$ cat src/rtl/rom_sp_arb.sv
// rom_sp_arb -- round-robin read arbiter sharing one rom_sp read port.
//
// Grants at most one pending request per cycle and drives the ROM enable and
// address. A small tracking pipe follows each read through the fixed ROM
// latency. It routes the returning word to its owner with a one-hot valid.
//
// Handshake: a request on slot i is accepted on the rising edge where
// req_valid_i[i] & req_ready_o[i] are both 1. req_ready_o is a one-hot grant
// that depends only on req_valid_i and the round-robin pointer, never on
// response state. Responses are not held: rsp_valid_o pulses for exactly one
// cycle and the requester must take rsp_data_o in that cycle.
//
// Ports:
//   clk_i          clock, shared with the rom_sp read clock
//   rst_i          asynchronous, active-high reset
//   req_valid_i    per-requester read request
//   req_addr_i     packed request addresses, slice i belongs to requester i
//   req_ready_o    one-hot grant
//   rsp_valid_o    one-hot response valid
//   rsp_data_o     shared response data (don't-care when rsp_valid_o == 0)
//   rom_rd_en_o    rom_sp read enable
//   rom_rd_addr_o  rom_sp read address
//   rom_rd_data_i  rom_sp read data
//   busy_o         high while any read is in flight
module rom_sp_arb #(
    parameter int N_REQ   = 4,
    parameter int D_WIDTH = 32,
    parameter int DEPTH   = 65536,
    parameter int REG_OUT = 1
) (
    input  logic                           clk_i,
    input  logic                           rst_i,
    input  logic [N_REQ-1:0]               req_valid_i,
    input  logic [N_REQ*$clog2(DEPTH)-1:0] req_addr_i,
    output logic [N_REQ-1:0]               req_ready_o,
    output logic [N_REQ-1:0]               rsp_valid_o,
    output logic [D_WIDTH-1:0]             rsp_data_o,
    output logic                           rom_rd_en_o,
    output logic [$clog2(DEPTH)-1:0]       rom_rd_addr_o,
    input  logic [D_WIDTH-1:0]             rom_rd_data_i,
    output logic                           busy_o
);

    localparam int AW  = $clog2(DEPTH);
    localparam int IDW = (N_REQ > 1) ? $clog2(N_REQ) : 1;
    localparam int LAT = 1 + REG_OUT;

    logic [IDW-1:0]   last_q;
    logic [IDW-1:0]   grant_idx;
    logic [N_REQ-1:0] grant;
    logic             found;
    logic [IDW-1:0]   cand;

    logic [LAT-1:0]   trk_vld;
    logic [IDW-1:0]   trk_id [LAT];

    // Search starts one past the last winner and wraps, so the last winner has
    // lowest priority on the next cycle.
    always_comb begin
        grant     = '0;
        grant_idx = '0;
        found     = 1'b0;
        cand      = '0;
        for (int k = 1; k <= N_REQ; k++) begin
            cand = IDW'((int'(last_q) + k) % N_REQ);
            if (!found && req_valid_i[cand]) begin
                found       = 1'b1;
                grant[cand] = 1'b1;
                grant_idx   = cand;
            end
        end
    end

    assign req_ready_o   = grant;
    assign rom_rd_en_o   = |req_valid_i;
    assign rom_rd_addr_o = rom_rd_en_o ? req_addr_i[int'(grant_idx)*AW +: AW] : '0;

    // Pointer and tracking pipe. Reset drops all in-flight reads and parks
    // the pointer on the last slot so requester 0 wins first.
    always_ff @(posedge clk_i or posedge rst_i) begin
        if (rst_i) begin
            last_q  <= IDW'(N_REQ - 1);
            trk_vld <= '0;
            for (int s = 0; s < LAT; s++) begin
                trk_id[s] <= '0;
            end
        end else begin
            if (rom_rd_en_o) begin
                last_q <= grant_idx;
            end
            trk_vld[0] <= rom_rd_en_o;
            trk_id[0]  <= grant_idx;
            for (int s = 1; s < LAT; s++) begin
                trk_vld[s] <= trk_vld[s-1];
                trk_id[s]  <= trk_id[s-1];
            end
        end
    end

    // The last tracking stage lines up with the ROM output word.
    always_comb begin
        rsp_valid_o = '0;
        if (trk_vld[LAT-1]) begin
            rsp_valid_o[trk_id[LAT-1]] = 1'b1;
        end
    end

    assign rsp_data_o = rom_rd_data_i;
    assign busy_o     = |trk_vld;

endmodule

$ cat config.mk
export PLATFORM = sky130hd
export DESIGN_NAME = rom_sp_arb
export DESIGN_NICKNAME = d
export VERILOG_FILES = /design/src/rtl/rom_sp_arb.sv
export SDC_FILE = /design/constraint.sdc
export NUM_CORES = 1
export LEC_CHECK = 0
export ABC_AREA = 1
export CELL_PAD_IN_SITES_DETAIL_PLACEMENT = 0
export CELL_PAD_IN_SITES_GLOBAL_PLACEMENT = 1
export CORE_ASPECT_RATIO = 1.1
export CORE_MARGIN = 3
export CORE_UTILIZATION = 19
export DETAILED_ROUTE_END_ITERATION = 7
export PLACE_DENSITY_LB_ADDON = 0.15
export SLEW_MARGIN = 20
export SYNTH_ARGS = -nofsm -noshare
export SYNTH_HDL_FRONTEND = slang
export SYNTH_SLANG_ARGS = --single-unit
export TNS_END_PERCENT = 50
$ cat constraint.sdc
create_clock -name clk_i -period 3.59 [get_ports clk_i]
set_clock_uncertainty 0.2 [all_clocks]
set_input_delay 0.359 -clock clk_i [delete_from_list [all_inputs] [get_ports clk_i]]
set_output_delay 0.359 -clock clk_i [all_outputs]
set_load 0.1 [all_outputs]
; Word level (Yosys, flattened, before mapping)
; Cells that the tools add are included.
[op_classes]
add_sub_neg = 4
n_lt_le_gt_ge = 10
reduce_logical = 13
n_shift = 1
bitwise = 3
muxes = 31
[ops]
columns = op, count
row1 = $shiftx 64x7->16, 1
row2 = $mux 4, 5
row3 = $mux 16, 1
row4 = $lt 2x3->1 const B, 5
row5 = $mux 1, 12
row6 = $or 4x4->4, 3
row7 = $demux 1 s2, 5
row8 = $ge 2x1->1 const B, 5
row9 = $bmux 1 s2, 4
row10 = $logic_and 1x1->1, 8
row11 = $mux 2, 4
row12 = $add 2x1->2 const B, 2
row13 = $add 2x2->2 const B, 2
row14 = $reduce_or 4->1, 1
row15 = $logic_not 1->1, 3
row16 = $reduce_or 2->1, 1
[totals]
word_cells = 66
reg_bits = 8
out_inout_bits = 58
input_bits = 102

; Longest topological paths before layout
[logic_depth]
depth_word = 15
mapped_depth = 16

; Worst setup path before layout
; OpenSTA, ideal clock, no wires.
[synth_path]
kind = reg-to-output
from = register last_q[0]
to = output port rom_rd_addr_o[11]
arrival_ps = 3351
required_ps = 3031
setup_slack_ps = -320
stages_incl_launch_ff = 17
path_cell_list = dfstp_2 buf_6 inv_6 ha_1 inv_1 nand3_2 nand2_4 nor2_4 nand2_1 nand2_1 nand2_4 nand2_4 buf_6 nand2_1 nand3_1 nand2_1 nor2_1
[synth_via]
elab_chain_cells = 15
[synth_lines]
columns = element, line_no
row1 = "start, declared", 48  ; logic [IDW-1:0] last_q;
row2 = "start signal, assigned", 82  ; last_q <= IDW'(N_REQ - 1);
row3 = "start signal, assigned", 89  ; last_q <= grant_idx;
row4 = $add 2x1->2, 65  ; cand = IDW'((int'(last_q) + k) % N_REQ);
row5 = $bmux 1 s2, 66  ; if (!found && req_valid_i[cand]) begin
row6 = $mux 1 (not written as such), 66
row7 = $mux 1, 66
row8 = $logic_not 1->1, 66
row9 = $logic_and 1x1->1, 66
row10 = $mux 1, 66
row11 = $logic_not 1->1, 66
row12 = $logic_and 1x1->1, 66
row13 = $mux 1, 66
row14 = $logic_not 1->1, 66
row15 = $logic_and 1x1->1, 66
row16 = $mux 2 *, 66
row17 = $shiftx 64x7->16 *, 76  ; assign rom_rd_addr_o = rom_rd_en_o ? req_addr_i[int'(grant_idx)*AW +: AW] : '0;
row18 = $mux 16 *, 76
row19 = "end, declared", 39  ; output logic [$clog2(DEPTH)-1:0] rom_rd_addr_o,
; Mark *: on every way between the ends. The rest lies on a longest branch, timed or not. The select of a mux whose other input is x is not followed.

; Final worst setup path
[layout_path]
from = register last_q[1]
to = output port rom_rd_addr_o[9]
; The elaborated chain is that of the path after synthesis.

==> impl_metrics.env <==
export IMPL_setup_viol=0
export IMPL_syn_to_final_growth_pct=66.81
export IMPL_rsz0062_at_grt="false"
export IMPL_cap_violations=0
export IMPL_fin_crit_ns=3.308
export IMPL_final_common_cell="nand2_1"
export IMPL_insertion_delay_ns=0.22
export IMPL_multi_input_area_mm2=0.001121
export IMPL_worst_slew_margin_rel_pct=35.63
export IMPL_synth_fa_ha_area_share_pct=5.848
export IMPL_die_w_um=96.50
export IMPL_gp_congestion=0.7729
export IMPL_netlist_cell_type_count=30
export IMPL_finalSetupTns_ns=0
export IMPL_setup_worst_path_end_class="output pin"
export IMPL_whs_path_depth=0
export IMPL_postRouteAntennaNets=0
export IMPL_die_area_mm2=0.01018
export IMPL_grt_pass1_vias=1871
export IMPL_ys_ff_latch=8
export IMPL_hold_violations=0
export IMPL_drv_slew=0
export IMPL_worstMarginPinSlew_ns=0.9625
export IMPL_drtPass1Iterations=4
export IMPL_via_per_inst=4.191
export IMPL_start_util_pct=19.94
export IMPL_portBuffers=95
export IMPL_post_dp_hpwl_mm=4.541
export IMPL_drive_above_1_share_pct=19.17
export IMPL_synth_xor_area_share_pct=0
export IMPL_htreeDepth=1
export IMPL_syn_cell_area_mm2=0.001712
export IMPL_cts_sinks=8
export IMPL_synth_simple_gate_area_share_pct=48.25
export IMPL_grt_use_total_pct=11.09
export IMPL_nets=450
export IMPL_cts_buffer_depth=2
export IMPL_grt_pass1_wl_mm=9.183
export IMPL_die_h_um=105.5
export IMPL_start_kind="flop"
export IMPL_vias=1886
export IMPL_diodes=0
export IMPL_drc=0
export IMPL_cp_required_ns=3.03
export IMPL_fillers=955
export IMPL_max_freq_ghz=0.3023
export IMPL_cts_tree="built"
export IMPL_core_area_mm2=0.008583
export IMPL_grt_overflow=0
export IMPL_setup_worst_path_class="reg -> out"
export IMPL_grt_max_degree=42
export IMPL_synth_mux_area_fraction_pct=0
export IMPL_ys_seq_area_share_pct=11.84
export IMPL_avgSynthCellArea_um2=6.247
export IMPL_synthesis_nets=384
export IMPL_row_count=35
export IMPL_ys_warn_count=0
export IMPL_fin_crit_sh_pct=92.15
export IMPL_ios=160
export IMPL_synth_top_family_by_area="simple AND/OR/NAND/NOR gates"
export IMPL_reg2reg_depth=12
export IMPL_status="completed"
export IMPL_root_buffer="clkbuf_8"
export IMPL_cts_buffers=3
export IMPL_cts_clk_slew_worst_paths_ns=0.04
export IMPL_worstPathArrival_ns=2.75
export IMPL_path_max_fanout=9
export IMPL_synth_compound_area_share_pct=8.480
export IMPL_area_sequential_um2=202.7
export IMPL_hold_path_class="reg -> reg"
export IMPL_drt_initial_drc_count=48
export IMPL_holdBufCountCts=0
export IMPL_wire_per_inst_um=12.81
export IMPL_drt_wl_total_mm=5.766
export IMPL_synth_cells=274
export IMPL_final_cell_mix="nand2_1, clkdlybuf4s50_1, nand3_1"
export IMPL_grt_antenna_before_repair=0
worst max-delay path, cell delays in order (launching register included):
cell and delay [ns]:
dfstp_2 0.60, inv_2 0.13, ha_4 0.31, inv_1 0.06, nand3_1 0.08, nand2_1 0.09, inv_1 0.18, nand3_2 0.16
nand2_1 0.15, nand2_4 0.10, buf_12 0.15, nand3_1 0.07, nand2_1 0.05, nor2_1 0.19, buf_12 0.21
registers in the layout, summed over array words and instances (netlist names):
name and flops:
trk_id 4, last_q 2, trk_vld 2
per-stage QoR:
step	utilization [%]	setup WS, ns	area [um2]	std cells	hold slack (ns)
6_report	33.27	0.2817	2855	450	0.1432
5_1_grt	33.27	0.06520	2855	450	0.1511
4_1_cts	32.35	0.04138	2776	447	0.1439
3_5_place_dp	31.82	0.2928	2731	443	0.1347
3_3_place_gp	31.82	0.3232	2731	443	0.1321
2_1_floorplan	-	-0.3200	1727	274	-0.02677
cells in the mapped netlist (all sizes together):
master | count | area [um2]
nand2 | 103 | 431.7
buf | 41 | 325.3
nand3 | 35 | 205.2
inv | 28 | 112.6
nor2 | 22 | 122.6
ha | 8 | 100.1
o211ai | 7 | 52.55
dfrtp | 6 | 150.1
a22oi | 4 | 30.03
nor3 | 4 | 20.02
o221ai | 4 | 35.03
nand4 | 3 | 33.78
o21ai | 3 | 15.01
dfstp | 2 | 52.55
a21boi | 1 | 7.510
a21oi | 1 | 5.000
nor4 | 1 | 6.260
or2 | 1 | 6.260
cell type report:
cell class | instances | share of cell area, %
Tap cell | 111 | 4.864
Sequential cell | 8 | 7.099
Clock buffer | 4 | 1.578
Timing Repair Buffer | 101 | 43.25
Inverter | 28 | 3.944
Multi-Input combinational cell | 198 | 39.26
metal layers:
layer	vias up	global-route usage (%)	share of wire, %
met4	0	1.202	0.069
li1	978	-	-
met3	2	4.283	10
met5	-	0	0
met2	64	19.13	49
met1	842	13.29	41
logic make-up (layout without fill, tap and decap cells):
kind of cell | after synthesis | after routing
compound gates | 20 | 20
fa+ha+maj | 8 | 8
buf+inv | 69 | 133
simple gates | 169 | 170
flops | 8 | 8
final timing paths:
path,slack [ns],end,start
max,0.28,rom_rd_addr_o[9],last_q[1]
min,0.14,trk_id[0],trk_id[2]
max reg2reg,1.13,last_q[1],last_q[1]
min reg2reg,0.14,trk_id[0],trk_id[2]
max in group asynchronous,2.72,last_q[1],rst_i
min in group asynchronous,0.19,trk_vld[0],rst_i
what timing repair did:
item                                    in CTS  in global routing
gates resized for setup                      0                  4
setup buffers                                0                  2
endpoints found under the setup margin       0                 16
hold endpoints to repair                     0                  0
Power is not shown: default switching activity piles up to over one toggle a cycle in this logic, so the estimate is an artifact.
==> patch, RTL diff (config.mk and constraints unchanged) <==
Make the reset (`rst_i`) synchronous in one clocked block. Comments in the files are not updated.
--- a/src/rtl/rom_sp_arb.sv
+++ b/src/rtl/rom_sp_arb.sv
@@ -79,3 +79,3 @@
     // the pointer on the last slot so requester 0 wins first.
-    always_ff @(posedge clk_i or posedge rst_i) begin
+    always_ff @(posedge clk_i) begin
         if (rst_i) begin
Check against the original RTL: differs if rst_i is asserted again (counterexample within 4 cycles, from zero or initial values and one cycle with rst_i high); with rst_i held inactive, the same outputs for 10 cycles.
==> patch against the original RTL <==
Sequential cell count did not move. Area after synthesis fell by 0.73%. First-iteration DRC count rose by 27%. Wire length fell by 2.0%. Setup slack improved by 75 ps. Cell area fell by 4.5%.
Power is not shown: default switching activity piles up to over one toggle a cycle in this logic, so the estimate is an artifact.
==> patch: results (changes against the original RTL) <==
- Gr usage total: 11.08% (about the same)
- Hold Crit Start: trk_id[0][1]
- Share of layout cells above drive strength 1: 15.90% (-3.3 points)
- Arrival time worst endpoint: 2670 ps (-80 ps)
- Layout net count: 458 (+1.8%)
- Top post-synthesis cells by area: nand2_1 (23%), buf_4 (15%), dfxtp_1 (9.4%), nand3_1 (8.2%), ha_1 (5.9%)
- Largest stage delay, worst path: 420 ps (-180 ps)
- First-pass GRT wire length: 9.039 mm (-1.6%)
- Synth Area in Adders: 5.891% (+0.043 points)
- R2R Path Start: last_q[0]
- Detailed Route WL: 5.649 mm (-2.0%)
- Yosys cell types: 26 (-13%)
- Met2 Use GR: 19.59% (+0.45 points)
- GPL Wtd Cong: 0.7564 (-2.1%)
- GR Layer Usage met1: 13.13% (-0.16 points)
- CP Max Fanout: 19 (+10)
- DR iter-0 viols: 61 (+27%)
- Largest net degree at the start of global routing: 29 (-31%)
- Crit path capture: rom_rd_addr_o[12]
- Global routing usage on met3: 2.808% (-1.5 points)
- Compound-Gate Fraction of Synth Area: 8.837% (+0.36 points)
- Slew HR: 35.50% (-0.14 points)
- Ys flop type: dfxtp_1
- Master of the slowest instance on the critical path: dfxtp_1
- Status: finished clean
- Post-Synthesis Net Count: 392 (+2.1%)
- Vias: 1874 (-0.64%)
- FFs w/ async S/R, synth: 0% (-100 points)
- Post-synth top cells: nand2_1 (102), buf_4 (34), nand3_1 (28)
- Register area share after synthesis: 9.426% (-2.4 points)
- Reg2reg setup slack: 1290 ps (+160 ps)
- Worst Setup SP: last_q[0]
- Hold path cells: 2 (+2)
- R2r endpoint: last_q[0]
patch: per-stage QoR:
stage	area [µm²]	setup WS, ps	hold slack (ps)	std cells	utilization (%)
4_1_cts	2716	100.1	200.2	457	31.81
3_3_place_gp	2675	355.1	193.0	454	31.33
2_1_floorplan	1709	-178.5	188.3	282	-
5_1_grt	2726	83.87	211.6	457	31.93
3_5_place_dp	2675	347.9	194.8	454	31.33
6_report	2726	356.8	197.6	457	31.93
patch: final cells by class:
type / count / area, µm²
fillers: 938 / 5813
repair buffers: 101 / 1144
multi-input cells: 202 / 1111
flip-flops and latches: 8 / 161.4
well taps: 111 / 138.9
inverters: 32 / 130.1
clock buffers: 3 / 41.29
patch: timing repair:
action                     CTS  global route
resized for setup            0             2
hold buffers                 0             0
setup endpoints to repair    0            12
patch: layer usage:
metal	vias up	share of wire, %
met3	13	8.2
met1	808	39
li1	994	-
met5	-	0
met4	0	1.4
met2	59	51
